## config.mk

```make
export PLATFORM = sky130hd
export DESIGN_NAME = eval_arbiter
export DESIGN_NICKNAME = d
export VERILOG_FILES = /design/src/rtl/eval_arbiter.sv
export SDC_FILE = /design/constraint.sdc
export NUM_CORES = 1
export LEC_CHECK = 0
export ABC_AREA = 1
export CAP_MARGIN = 15
export CORE_UTILIZATION = 48
export CTS_BUF_LIST = sky130_fd_sc_hd__clkbuf_4
export CTS_CLUSTER_SIZE = 30
export DETAILED_ROUTE_END_ITERATION = 6
export GPL_ROUTABILITY_DRIVEN = 0
export GPL_TIMING_DRIVEN = 0
export PLACE_DENSITY_LB_ADDON = 0.1
export SYNTH_ARGS = -nofsm -noshare
export SYNTH_HDL_FRONTEND = slang
export SYNTH_SLANG_ARGS = --single-unit
```

## constraint.sdc

```tcl
create_clock -name clk -period 7.7 [get_ports clk]
set_input_delay 1.155 -clock clk [delete_from_list [all_inputs] [get_ports clk]]
set_output_delay 1.155 -clock clk [all_outputs]
set_load 0.005 [all_outputs]
```

## src/rtl/eval_arbiter.sv

```systemverilog
// eval_arbiter: round-robin front end sharing one eval datapath, with a 2-entry tagged response FIFO.
// Define EVAL_CLK_GATE_EN to limit dp_clk_en to issue and capture cycles.
module eval_arbiter #(
  parameter int NUM_REQ = 2,
  parameter int ID_W    = 2
) (
  input  logic                 clk,
  input  logic                 rst,
  input  logic [NUM_REQ-1:0]   req_valid,
  output logic [NUM_REQ-1:0]   req_ready,
  input  logic [NUM_REQ*8-1:0] req_a,
  input  logic [NUM_REQ*8-1:0] req_b,
  input  logic [NUM_REQ-1:0]   req_kernel,
  output logic [7:0]           dp_data_in1,
  output logic [7:0]           dp_data_in2,
  output logic                 dp_kernel_enable,
  output logic                 dp_clk_en,
  input  logic [7:0]           dp_result,
  output logic                 rsp_valid,
  input  logic                 rsp_ready,
  output logic [ID_W-1:0]      rsp_id,
  output logic [7:0]           rsp_data,
  output logic                 busy
);

  // Handshakes: a transfer happens in any cycle where valid and ready are both high at the
  // rising edge; valid may drop without a transfer, and nothing is latched until ready=1.

  localparam int EW = ID_W + 8;

  logic [ID_W-1:0] rr_ptr;
  logic [ID_W-1:0] inflight_id;
  logic [ID_W-1:0] grant;
  logic            inflight;
  logic            issue;
  logic            pop;
  logic            push;
  logic            issue_ok;
  logic [1:0]      count;
  logic            wr_ptr;
  logic            rd_ptr;
  logic [EW-1:0]   mem [2];
  logic [2:0]      occupancy;

  assign pop       = rsp_valid & rsp_ready;
  assign push      = inflight;
  // Reserve a FIFO slot for every in-flight result so capture can never overflow.
  assign occupancy = {1'b0, count} + {2'b00, inflight} - {2'b00, pop};
  assign issue_ok  = (occupancy < 3'd2);

  always_comb begin
    int idx;
    idx              = 0;
    issue            = 1'b0;
    grant            = '0;
    req_ready        = '0;
    dp_data_in1      = '0;
    dp_data_in2      = '0;
    dp_kernel_enable = 1'b0;
    for (int k = 0; k < NUM_REQ; k++) begin
      idx = int'(rr_ptr) + k;
      if (idx >= NUM_REQ) idx = idx - NUM_REQ;
      if (issue_ok && !issue && req_valid[idx]) begin
        issue            = 1'b1;
        grant            = ID_W'(idx);
        req_ready[idx]   = 1'b1;
        dp_data_in1      = req_a[8*idx +: 8];
        dp_data_in2      = req_b[8*idx +: 8];
        dp_kernel_enable = req_kernel[idx];
      end
    end
  end

  always_ff @(posedge clk) begin
    if (rst) begin
      rr_ptr      <= '0;
      inflight    <= 1'b0;
      inflight_id <= '0;
      count       <= '0;
      wr_ptr      <= 1'b0;
      rd_ptr      <= 1'b0;
    end else begin
      inflight <= issue;
      if (issue) begin
        inflight_id <= grant;
        rr_ptr      <= (int'(grant) == NUM_REQ - 1) ? '0 : grant + ID_W'(1);
      end
      // Datapath result is valid exactly one cycle after issue; no tag travels with it.
      if (push) begin
        mem[wr_ptr] <= {inflight_id, dp_result};
        wr_ptr      <= ~wr_ptr;
      end
      if (pop) rd_ptr <= ~rd_ptr;
      count <= count + {1'b0, push} - {1'b0, pop};
    end
  end

  assign rsp_valid          = (count != 2'd0);
  assign {rsp_id, rsp_data} = mem[rd_ptr];
  assign busy               = inflight | rsp_valid;

`ifdef EVAL_CLK_GATE_EN
  assign dp_clk_en = issue | inflight;
`else
  assign dp_clk_en = 1'b1;
`endif

endmodule

```

==> summary.md <==
| Metric | Value |
|---|---|
| Outcome | completed |
| Critical path launch point type | input pin |
| TritonCTS sink count | 30 |
| Die area | about 4300 um^2 |
| Area delta synth->final | 44.8% |
| Max FO, Critical Path | 10 |
| Syn Std Cell Area | between 1500 and 2000 um^2 |
| DR WL/cell | 12.5 um |
| Hold Path Cell Cnt | 2 |
| Hold buffers post-CTS | 0 |
| Via-to-Cell Ratio | 5.08 |
| IO Port Bufs | 76 |
| Core Util, Final | between 70% and 80% |
| Clock slew at reported path FFs | roughly 80 ps |
| Critical Path End | dp_data_in2[6] |
| FF-to-FF path depth | 15 |
| Placed Area | around 2800 um^2 |
| Worst slew margin | 44.3% |
| Number of max-cap violations | 0 |
| LEAKAGE | 1.28 nW |
| Max Fclk | 194 MHz |
| Synth Flop Type | edfxtp_1 |
| Post-layout net count | 407 |
| Die W | 65.8 um |
| Routed Antenna Nets | 0 |
| Sequential Area | 801 um^2 |
| Max-slew violation count | 0 |
| FF-to-FF Start | count[1]$_SDFF_PP0_ |
| Critical path endpoint category | primary output |
| Worst Tran Pin Value | 832 ps |
| ANT cells | 0 |
| FF-to-FF End | rr_ptr[1]$_SDFFE_PP0P_ |
| Hold WC Path Type | reg -> reg |
| Fillers | roughly 310 |
| Post-CTS setup buffers | 0 |
| Share of cells above drive strength 1 | ~8.7% |
| Number of setup violations in the final report | 0 |
| Flop-to-flop setup slack | 5280 ps |
| Initial DRC Count | about 210 |
| Clk buf depth | 2 |
| Tcrit/Tclk final | 67.1% |
| Area of the multi-input gates | 948 um^2 |
| Final Hold Vio Count | 0 |
| Worst-skew pair later-pin latency | 320 ps |
| Clock Skews | 4.04 ps |
| Fraction of registers with async set/reset | 0% |
| Ys Warns | 0 |
| TritonCTS clock tree | done |
| Core footprint | 3770 um^2 |
| Syn Nets | 323 |
| Initial Util | between 50% and 60% |
| Total grt overflow | 0 |
| Cts repair resizes | 0 |
| Critical path type | in -> out |
| Distinct cells, synth | 23 |
| Post-DP HPWL | 3.87 mm |
| Clock buffer count from CTS | 5 |
| Post-Route WL | 5.10 mm |
| Arrival time worst endpoint | 4010 ps |
| First-pass GRT wire length | 8.09 mm |
| DP Worst Slack | 2550 ps |
| Fin crit period | 5170 ps |
| H-tree levels | 2 |
| Number of synthesized register bits | 30 |
| Avg Cell Area, Syn | roughly 7.2 um^2 |
| Root Driver | clkbuf_4 |
| Worst EP required | roughly 6600 ps |
| DIE HEIGHT | 65.8 um |
| Crit path launch | rsp_ready |
| Antenna violations before repair | 0 |
| Worst setup margin | 2530 ps |
| Residual DRC | 0 |
| Top Ports | 79 |
| Seq/Total Area, Yosys | between 40% and 50% |
| Gr usage total | roughly a quarter |
| Post-synth EDFFs | 20 |
| Number of global-route vias before repair | 1822 |
| First-pass DRT Iterations | 5 |
| Synth Instances | 273 |
| RSZ-0062 raised after global routing | false |
| Hold_ws | 473 ps |
| Final instance area | 2830 um^2 |
| Peak supply drop | ~0.21 mV |
| Row cnt | 22 |
| Largest net degree at the start of global routing | 11 |
| Via count | 2061 |
| Post-route setup TNS | 0 ps |
| Power Density | approximately 310 nW/um^2 |
==> placed cells by master (no fill, tap or decap) <==
cell type / netlist / layout
o21a_1: 1 / 1
o21ai_0: 13 / 13
conb_1: 1 / 1
a21oi_1: 20 / 20
clkbuf_1: 6 / 6
fa_1: 1 / 1
o21ai_4: 1 / 1
clkdlybuf4s50_1: 0 / 76
inv_2: 2 / 2
nand4_1: 1 / 1
edfxtp_1: 20 / 20
buf_4: 3 / 3
buf_2: 5 / 6
nand2_1: 92 / 92
clkbuf_4: 0 / 5
nor2_4: 1 / 1
nor2_2: 1 / 1
nor2_1: 29 / 29
nand3_1: 22 / 22
nor3_1: 2 / 2
clkinv_1: 0 / 3
ha_1: 2 / 2
inv_1: 28 / 28
buf_6: 2 / 2
dfxtp_1: 10 / 10
mux2_2: 10 / 10
==> cells in the mapped netlist, types with 2 or more instances <==
master | count | area share, %
a21oi_1 | 20 | 5.1
ha_1 | 2 | 1.3
nand2_1 | 92 | 18
buf_4 | 3 | 1.2
nor2_1 | 29 | 5.6
inv_1 | 28 | 5.4
inv_2 | 2 | 0.38
buf_6 | 2 | 1.2
dfxtp_1 | 10 | 10
nor3_1 | 2 | 0.51
edfxtp_1 | 20 | 31
o21ai_0 | 13 | 3.3
mux2_2 | 10 | 5.8
buf_2 | 5 | 1.3
clkbuf_1 | 6 | 1.2
nand3_1 | 22 | 5.6
==> registers in the layout, indices dropped and copies added (netlist names), named ones only <==
register / cells
rd_ptr: 1
mem: 20
wr_ptr: 1
inflight: 1
count: 2
rr_ptr: 2
inflight_id: 2
==> power breakdown <==
| part | internal (mW) | total, mW | switching, mW | leakage [nW] |
|---|---|---|---|---|
| Clock | 0.0324 | 0.0815 | 0.0490 | 0.0277 |
| Sequential | 0.198 | 0.208 | 0.0105 | 0.264 |
| Combinational | 0.290 | 0.583 | 0.292 | 0.985 |
| Total | 0.520 | 0.872 | 0.352 | 1.28 |
==> per-stage QoR <==
stage / cells / total power [mW]
after floorplan: 273 / 0.527
after global placement: 397 / 0.779
after detailed placement: 398 / 0.791
after CTS: 406 / 0.874
after global routing: 406 / 0.945
final: 406 / 0.872
==> critical path: stages <==
cell             delay, ps
clkdlybuf4s50_1        450
o21a_1                 180
ha_1                   250
inv_1                   60
ha_1                   120
inv_1                   40
fa_1                   370
inv_1                   70
nand2_1                 40
nand2_1                 90
nand2_1                130
nor2_4                 250
buf_6                  180
nand2_1                 60
nand2_1                 70
clkdlybuf4s50_1        490
==> how the worst min path moves through the flow <==
| stage | from | to |
|---|---|---|
| global route | rd_ptr$_SDFFE_PP0P_ | rd_ptr$_SDFFE_PP0P_ |
| detailed placement | rd_ptr$_SDFFE_PP0P_ | flop |
| finish | wr_ptr$_SDFFE_PP0P_ | wr_ptr$_SDFFE_PP0P_ |
| floorplan | rd_ptr$_SDFFE_PP0P_ | flop |
| CTS | rd_ptr$_SDFFE_PP0P_ | flop |
| global placement | inflight_id[1]$_SDFFE_PP0P_ | mem[0][9]$_DFFE_PP_ |
==> area by class of cell <==
type	instances	area share, %
clock inverters	3	0.398
clock buffers	5	1.33
well taps	48	2.12
flip-flops and latches	30	28.3
plain buffers	16	3.27
multi-input cells	197	33.5
repair buffers	77	27.1
inverters	30	3.98
==> per-layer routing <==
layer  up-vias  global-route usage [%]  wire length, um
met5         -                       0                0
met4         0                    8.15               58
met3         9                    4.14              370
met2        81                    40.4             2460
met1       930                    31.9             2200
li1       1041                       -                -
==> kinds of logic after synthesis <==
kind of cell               count (synthesis)  synth area share (%)
other                                      1                 0.192
and+or+nand+nor                          148                  30.6
buffers and inverters                     46                  10.5
muxes                                     10                  5.76
DFF                                       30                  41.0
adders and majority gates                  3                  2.30
AOI/OAI and AO/OA                         35                  9.67
Note: power is estimated with default switching activity, not from simulation.
==> RTL edit, RTL diff (config.mk and constraints unchanged) <==
Add a define of `EVAL_CLK_GATE_EN`.
--- a/src/rtl/eval_arbiter.sv
+++ b/src/rtl/eval_arbiter.sv
@@ -1,5 +1,7 @@
 // eval_arbiter: round-robin front end sharing one eval datapath, with a 2-entry tagged response FIFO.
 // Define EVAL_CLK_GATE_EN to limit dp_clk_en to issue and capture cycles.
+`define EVAL_CLK_GATE_EN
+
 module eval_arbiter #(
   parameter int NUM_REQ = 2,
   parameter int ID_W    = 2
Check against the original RTL: not equivalent (Yosys sat finds a counterexample within 4 cycles, from zero or initial values and one cycle with rst high).
==> RTL edit against the unedited design <==
Setup slack got worse by 19 ps. Critical endpoint unchanged. Count of clock-buffer cells in the layout unchanged. Design area increased by 0.93%. Die area decreased by 1.9%. Highest routed layer unchanged. Routed wire length decreased by 7.6%. Area after synthesis decreased by 2.0%. Total power increased by 6.5%. Sequential cell count unchanged.
==> RTL edit: results <==
{
  "cp.arrival_ps": 4030,
  "vias": 1981,
  "post_route_cells_drive_above_1_share_pct": 10.2,
  "grt_util_met1_pct": 31.4,
  "power_switching_share_pct": 36.8,
  "timing_worst_slew_pin_value_ps": 841,
  "grt_util_met2_pct": 42.0,
  "port_buffers": 77,
  "hold_path_depth": 1,
  "number_of_global_route_vias_before_repair": 1834,
  "synth_sequential_area_ratio_pct": 41.8,
  "nNetsFinal": 401,
  "multiInputGateArea_um2": 943,
  "cp_slowest_cell": "fa_1",
  "final.setup_skew_ps": 3.56,
  "globalRouteTotalUtil_pct": 24.4,
  "synthTopCellsByCount": "108 x nand2_1, 28 x nor2_1, 25 x inv_1",
  "postSynthAreaPerCell_um2": 7.20,
  "dpl_cell_area_mm2": 0.00275,
  "fillerInstances": 301,
  "global_route.usage.met3_pct": 4.86,
  "rr_worst_depth": 10,
  "min_period_ps": 5190,
  "mappedNetlistNets": 316,
  "ir_drop_mv": 0.225,
  "dp_slack_ps": 2490,
  "outcome": "complete, no violations",
  "regToRegEndpoint": "inflight_id[1]",
  "holdCritStartpoint": "rd_ptr",
  "instances_no_fill": 400,
  "wire_length_of_the_first_global_routing_pass_mm": 8.00,
  "dr.pass1.iters": 4,
  "power_leakage_uw": 0.00130
}
[RTL edit: layout make-up]
cell class / instances / area share [%]
clock buffers: 5 / 1.31
flip-flops and latches: 30 / 28.0
plain buffers: 12 / 2.45
well taps: 48 / 2.10
inverters: 27 / 3.55
repair buffers: 78 / 27.3
clock inverters: 3 / 2.23
multi-input cells: 197 / 33.0
[RTL edit: layer usage]
layer / up-vias / share of wire, % / routed length (µm)
li1: 1016 / - / -
met1: 893 / 45 / 2110
met2: 63 / 49 / 2290
met3: 9 / 4.8 / 228
met4: 0 / 1.6 / 73
met5: - / 0 / 0
[RTL edit: cells by family after synthesis]
kind of cell               after synthesis  share of synthesized area (%)
and+or+nand+nor                        149                           31.2
AOI/OAI and AO/OA                       35                           9.86
DFF                                     30                           41.8
adders and majority gates                3                           2.35
muxes                                   10                           5.88
buffers and inverters                   39                           8.95
